**config.mk**
```make
export PLATFORM = sky130hd
export DESIGN_NAME = switch_allocator_wh
export DESIGN_NICKNAME = d
export VERILOG_FILES = /design/src/rtl/switch_allocator_wh.sv
export SDC_FILE = /design/constraint.sdc
export NUM_CORES = 1
export LEC_CHECK = 0
export BUFFER_PORTS_ARGS = -buffer_cell sky130_fd_sc_hd__clkbuf_2
export CORE_AREA = 2 2 115 139
export DETAILED_ROUTE_END_ITERATION = 10
export DIE_AREA = 0 0 117 141
export PLACE_DENSITY = 0.77
export SLEW_MARGIN = 0
export SYNTH_ARGS = -nofsm -noshare
export SYNTH_HDL_FRONTEND = slang
export SYNTH_SLANG_ARGS = --single-unit
```
**constraint.sdc**
```tcl
create_clock -name i_clk -period 4.6 [get_ports i_clk]
set_input_delay 0.92 -clock i_clk [delete_from_list [all_inputs] [get_ports i_clk]]
set_output_delay 0.92 -clock i_clk [all_outputs]
set_load 0.1 [all_outputs]
```
**src/rtl/switch_allocator_wh.sv**
```systemverilog
// Wormhole switch allocator: per-output round-robin arbitration among head flits,
// with each output held by its owner input until that owner's tail flit has transferred.
module switch_allocator_wh #(
  parameter int N = 5
) (
  input  logic             i_clk,
  input  logic             i_reset_n,
  input  logic [N-1:0]     i_val,
  input  logic [N-1:0]     i_head,
  input  logic [N-1:0]     i_tail,
  input  logic [N*N-1:0]   i_output_req,
  input  logic [N-1:0]     i_out_ready,
  output logic [N*N-1:0]   o_out_sel,
  output logic [N-1:0]     o_out_val,
  output logic [N-1:0]     o_in_ack
);

  localparam int W = (N > 1) ? $clog2(N) : 1;

  function automatic logic [N-1:0] lowest_one(input logic [N-1:0] v);
    logic [N-1:0] r;
    logic         hit;
    r   = '0;
    hit = 1'b0;
    for (int b = 0; b < N; b++) begin
      if (v[b] && !hit) begin
        r[b] = 1'b1;
        hit  = 1'b1;
      end else begin
        r[b] = r[b];
      end
    end
    return r;
  endfunction

  function automatic int rr_index(input logic [W-1:0] p, input int k);
    int s;
    s = int'(p) + k;
    if (s >= N) s = s - N;
    else        s = s;
    return s;
  endfunction

  function automatic logic [W-1:0] ptr_inc(input logic [W-1:0] p);
    if (int'(p) == N - 1) return '0;
    else                  return p + W'(1);
  endfunction

  logic [N-1:0]         locked_q, locked_d;
  logic [N-1:0][W-1:0]  owner_q, owner_d;
  logic [N-1:0][W-1:0]  ptr_q, ptr_d;
  // Low until the first edge after reset release, so nothing moves in between.
  logic                 active_q, active_d;

  logic [N-1:0][N-1:0]  req_eff;   // indexed [input][output]
  logic [N-1:0][N-1:0]  grant;     // indexed [output][input]
  logic [N-1:0][W-1:0]  win;
  logic [N-1:0]         found;
  logic [N-1:0]         xfer;

  // Qualify each input's request: valid and only the lowest requested output.
  always_comb begin
    req_eff = '0;
    for (int i = 0; i < N; i++) begin
      if (i_val[i]) req_eff[i] = lowest_one(i_output_req[i*N +: N]);
      else          req_eff[i] = '0;
    end
  end

  // Per-output winner selection and transfer qualification.
  always_comb begin
    grant = '0;
    win   = '0;
    found = '0;
    xfer  = '0;
    for (int o = 0; o < N; o++) begin
      if (locked_q[o]) begin
        if (req_eff[owner_q[o]][o]) begin
          found[o] = 1'b1;
          win[o]   = owner_q[o];
        end else begin
          found[o] = 1'b0;
        end
      end else begin
        for (int k = 0; k < N; k++) begin
          if (!found[o] && req_eff[rr_index(ptr_q[o], k)][o] && i_head[rr_index(ptr_q[o], k)]) begin
            found[o] = 1'b1;
            win[o]   = W'(rr_index(ptr_q[o], k));
          end else begin
            found[o] = found[o];
          end
        end
      end
      xfer[o] = found[o] & i_out_ready[o] & active_q;
      if (xfer[o]) grant[o][win[o]] = 1'b1;
      else         grant[o] = '0;
    end
  end

  // Drive the crossbar selects, output valids and input acks from the grants.
  always_comb begin
    o_out_sel = '0;
    o_in_ack  = '0;
    o_out_val = xfer;
    for (int o = 0; o < N; o++) begin
      o_out_sel[o*N +: N] = grant[o];
      o_in_ack            = o_in_ack | grant[o];
    end
  end

  // Lock and pointer updates only happen on an actual transfer.
  always_comb begin
    locked_d = locked_q;
    owner_d  = owner_q;
    ptr_d    = ptr_q;
    active_d = 1'b1;
    for (int o = 0; o < N; o++) begin
      if (xfer[o]) begin
        if (locked_q[o]) begin
          locked_d[o] = ~i_tail[win[o]];
        end else begin
          locked_d[o] = ~i_tail[win[o]];
          owner_d[o]  = win[o];
          ptr_d[o]    = ptr_inc(win[o]);
        end
      end else begin
        locked_d[o] = locked_q[o];
      end
    end
  end

  // State registers.
  always_ff @(posedge i_clk or negedge i_reset_n) begin
    if (!i_reset_n) begin
      locked_q <= '0;
      owner_q  <= '0;
      ptr_q    <= '0;
      active_q <= 1'b0;
    end else begin
      locked_q <= locked_d;
      owner_q  <= owner_d;
      ptr_q    <= ptr_d;
      active_q <= active_d;
    end
  end

endmodule
```
==> results.cfg, run 1 <==
[cts]
clkSinkCount = 36
holdBufCountCts = 0
cts-root-buf = clkbuf_16
cts_made_buffers = 5
clock_tree.buffer_depth = 2
ctsHtreeMaxLevel = 2

[placed_design]
dp_hpwl_um = 26700
place.gp.congestion = 0.993
io_buffers = 81

[global_routing]
grt_max_degree = 37
track_usage_pct = 72.4
grt_overflow = 27

[synthesis]
synth_top_family_by_area = simple AND/OR/NAND/NOR gates
syn-instance-count = 1101
synth-compound-area-share_pct = 29.8
ys_types = 119
yosysWarnings = 0
ys.flop_type = dfrtp_1
synthXorXnorAreaFrac_pct = 2.56
avgSynthCellArea_um2 = 7.46
synthMuxAreaShare_pct = 8.45
synth_nets = 1209
synthAdderAreaFrac_pct = 9.29
synth-seq-cells = 36
synth-simple-area-share_pct = 33.5
syn-cell-area_um2 = 8210
synth-seq-area-share_pct = 11.0
synth_edf_count = 0
async_flop_share_pct = 100

[floorplanning]
rows = 50
ios = 82
die_w_um = 117
fp.dieH_um = 141
start_util_pct = 53.6

[outcome]
status = did not finish
stop_error = [ERROR GRT-0232] Routing congestion too high. Check the congestion heatmap in the GUI.
haltStage = global routing
==> kinds of logic after synthesis <==
family / Yosys count
other: 1
multiplexers: 64
flip-flops: 36
adder cells (fa/ha/maj): 61
AND/OR/NAND/NOR: 485
XOR/XNOR: 24
buffers and inverters: 99
AO/OA/AOI/OAI: 331
==> cells in the mapped netlist (all sizes together) (27+ instances only) <==
library cell  count  share of area, %
nor3             36               2.3
a21oi            65               4.1
o21ai            67               4.1
mux2i            48               5.8
dfrtp            36                11
nand2            93               4.2
nor2             98               4.5
inv              58               2.7
nand3            38               2.4
nor2b            27               2.1
ha               61               9.3
==> routing by layer <==
metal | track usage [%] | GRT overflow
met2 | 90.1 | 7
met1 | 72.6 | 0
met3 | 56.8 | 4
met5 | 17.8 | 0
met4 | 68.9 | 16
==> per-stage QoR <==
stage	setup slack, ns	std cells	cell area [µm²]	TNS, ns	utilization (%)
2_1_floorplan	-0.980	1101	8890	-8.46	-
3_3_place_gp	-0.679	1712	12500	-5.59	81.6
3_5_place_dp	-0.730	1712	12500	-6.78	81.6
4_1_cts	-0.695	1770	13800	-7.36	90.0
==> what timing repair did <==
item	in CTS
resized for setup	154
buffers inserted	55
pin swaps	71
endpoints found under the setup margin	29
==> run 2: changes to the inputs <==
--- a/config.mk
+++ b/config.mk
@@ -6,10 +6,10 @@
 export NUM_CORES = 1
 export LEC_CHECK = 0
 export BUFFER_PORTS_ARGS = -buffer_cell sky130_fd_sc_hd__clkbuf_2
-export CORE_AREA = 2 2 115 139
+export CORE_AREA = 2 2 147 149
 export DETAILED_ROUTE_END_ITERATION = 10
-export DIE_AREA = 0 0 117 141
-export PLACE_DENSITY = 0.77
+export DIE_AREA = 0 0 149 151
+export PLACE_DENSITY_LB_ADDON = 0.15
 export SLEW_MARGIN = 0
 export SYNTH_ARGS = -nofsm -noshare
 export SYNTH_HDL_FRONTEND = slang
==> constraint.sdc (replaced) <==
create_clock -name i_clk -period 6 [get_ports i_clk]
set_input_delay 1.2 -clock i_clk [delete_from_list [all_inputs] [get_ports i_clk]]
set_output_delay 1.2 -clock i_clk [all_outputs]
set_load 0.1 [all_outputs]
==> results.cfg, run 2 <==
[outcome]
status = finished clean

[routing]
num_vias = 9084
wl_um = 29000
routedWlPerCell_um = 19.3
firstDrtPassIters = 5
avgViaCountPerCell = 6.04
drtAntennaViolNets = 0
drc = 0
drt-initial-drc-count = 633

[worst_setup_path]
crit_cells = 12
crit_required_ns = 4.80
crit_arrival_ns = 4.73
cp_cell_sequence = clkbuf_2 -> or3b_1 -> or4_4 -> mux4_2 -> o21ba_1 -> o31ai_1 -> a221oi_2 -> o32ai_4 -> or3b_1 -> o21bai_1 -> or4_4 -> buf_12
start_kind = primary input
crit_path_max_incr_delay_ns = 0.58
r2r_setup_slack_ns = 1.84
rr_worst_depth = 15
end_kind = output port
worstSetupEndpoint = o_in_ack[0]
crit_type = in -> out
reg2reg_to = ptr_q[14]
worstReg2RegStart = ptr_q[12]
critPathTopFamily = simple AND/OR/NAND/NOR gates
worstPathMaxFanout = 5
cp_slowest_cell = or4_4
crit_start = i_output_req[12]
critPathBufInv = 2

[timing]
worst_hold_slack_ns = 0.548
max_freq_mhz = 169
rsz0062_at_grt = yes
tightest_slew_ns = 1.05
slew_viol_final = 0
slew_headroom_pct = 29.9
period_needed_ns = 5.93
finalHoldViolCount = 0
fin_worst_skew_ns = 0.00603
setup_viol = 0
fin_crit_sh_pct = 98.8

[cts]
tritoncts = done
cts_made_buffers = 5
cts-root-buf = clkbuf_16
clock_tree.buffer_depth = 2
clkSinkCount = 36
insertion_delay_ns = 0.29
clk_pin_slew_ns = 0.06
ctsHtreeMaxLevel = 2
cts_setup_buffers = 0

[synthesis]
synth_top_area_share_pct = 11.0
synthTopCellsByArea = dfrtp_1 (11%), ha_1 (9.3%), mux2i_1 (5.8%)
ys_types = 119
avgSynthCellArea_um2 = 7.46
syn-instance-count = 1101
syn-cell-area_um2 = 8210
synth_top_area_cell = dfrtp_1
synth-seq-cells = 36
synth_nets = 1209
yosysWarnings = 0
async_flop_share_pct = 100
ys.flop_type = dfrtp_1
synth-seq-area-share_pct = 11.0
synth_common_cells = nor2_1 (98), nand2_1 (93), o21ai_0 (64)
synth_edf_count = 0
yosysMostFrequentCell = nor2_1

[cells_and_area]
antenna_cells = 0
layout_common_cells = nor2_1 (94), nand2_1 (92), buf_4 (83)
final_area_um2 = 10100
final_common_cell = nor2_1
final_cells = 1504
drive_gt1_share_pct = 23.4
top_regs = owner_q (15), ptr_q (15), locked_q (5)
syn2layout_area_growth_pct = 23.1
layout.nets = 1336
fillCellCount = 2083

[placed_design]
place_area_um2 = 9900
io_buffers = 81
place.gp.congestion = 0.924
dp_cells = 1496
dp_hpwl_um = 23600

[power_and_ir_drop]
fin_total_pwr_mw = 6.60
powerDensity_nw_per_um2 = 652
leakage_nw = 4.23
irDropWorstVdd_mv = 0.384

[floorplanning]
rows = 53
fp.dieH_um = 151
start_util_pct = 39.4
ios = 82
core_um2 = 20800
die-area_um2 = 22500
die_w_um = 149

[global_routing]
grt_overflow = 0
grt_pass1_vias = 8248
track_usage_pct = 25.4
antenna_found_initial = 0
grt_pass1_wl_um = 45400
grt_max_degree = 37

[worst_hold_path]
hold_class = reg -> reg

[flow_run]
max_cap_violations = 0
-- run 2: routing by layer --
metal / routed length [µm] / GRT usage [%] / vias up / share of wire (%)
met2: 13000 / 41.1 / 285 / 45
met4: 687 / 6.43 / 0 / 2.4
met5: 0 / 0 / - / 0
met1: 13600 / 35.9 / 4317 / 47
li1: - / - / 4434 / -
met3: 1590 / 3.07 / 48 / 5.5
-- run 2: logic make-up (layout without fill, tap and decap cells) --
family	after synthesis	count (layout)	share of synthesized area, %
compound gates	331	331	29.8
fa+ha+maj	61	61	9.29
mux	64	64	8.45
xor+xnor	24	24	2.56
other cells	1	1	0.0457
flops	36	36	11.0
buf+inv	99	227	5.42
simple gates	485	485	33.5
-- run 2: final cells by class --
cell class / count / area [µm²] / share of cell area, %
clock buffers: 6 / 139 / 1.37
clock inverters: 2 / 10.0 / 0.0990
inverters: 59 / 238 / 2.35
multi-input cells: 966 / 7170 / 70.9
flip-flops and latches: 36 / 902 / 8.92
well taps: 275 / 344 / 3.40
repair buffers: 160 / 1310 / 12.9
-- run 2: repair_timing --
item                                    4_1_cts  5_1_grt
hold endpoints to repair                      0        0
hold buffers                                  0        0
endpoints found under the setup margin        0        6
resized for setup                             0       16
-- run 2: stage by stage --
stage | setup slack (ns) | utilization [%] | TNS [ns]
global placement | 0.135 | 47.5 | 0
finish | 0.0734 | 48.6 | 0
floorplan | -0.245 | - | -0.710
detailed placement | 0.112 | 47.5 | 0
global route | -0.0240 | 48.6 | -0.0240
CTS | 0.0300 | 48.2 | 0
-- run 2: worst register-to-register path: stages (launching register included) --
cell and delay, ns:
dfrtp_1 0.44, buf_4 0.28, ha_1 0.38, a211oi_1 0.12
o21ai_0 0.44, mux4_2 0.59, o21ba_1 0.20, o31ai_1 0.31
a221oi_2 0.12, o32ai_4 0.30, buf_4 0.18, inv_1 0.07
ha_1 0.20, nor4_1 0.25, o21ai_0 0.12, o21ai_0 0.08
-- run 2: report_power, final --
group          internal [mW]  total [mW]  switching, mW
combinational           2.28        5.84           3.56
clock                  0.164       0.276          0.112
sequential             0.346       0.481          0.135
total                   2.79        6.60           3.80
-- run 2: how the worst min path moves through the flow --
stage	from	to	slack (ns)	cells past startpoint
floorplan	owner_q[5]	owner_q[5]	0.49	1
global placement	owner_q[5]	owner_q[5]	0.52	1
detailed placement	owner_q[5]	owner_q[5]	0.52	1
CTS	owner_q[5]	owner_q[5]	0.53	1
global route	owner_q[5]	owner_q[5]	0.57	1
finish	owner_q[5]	owner_q[5]	0.55	1
Note: power is estimated with default switching activity, not from simulation.
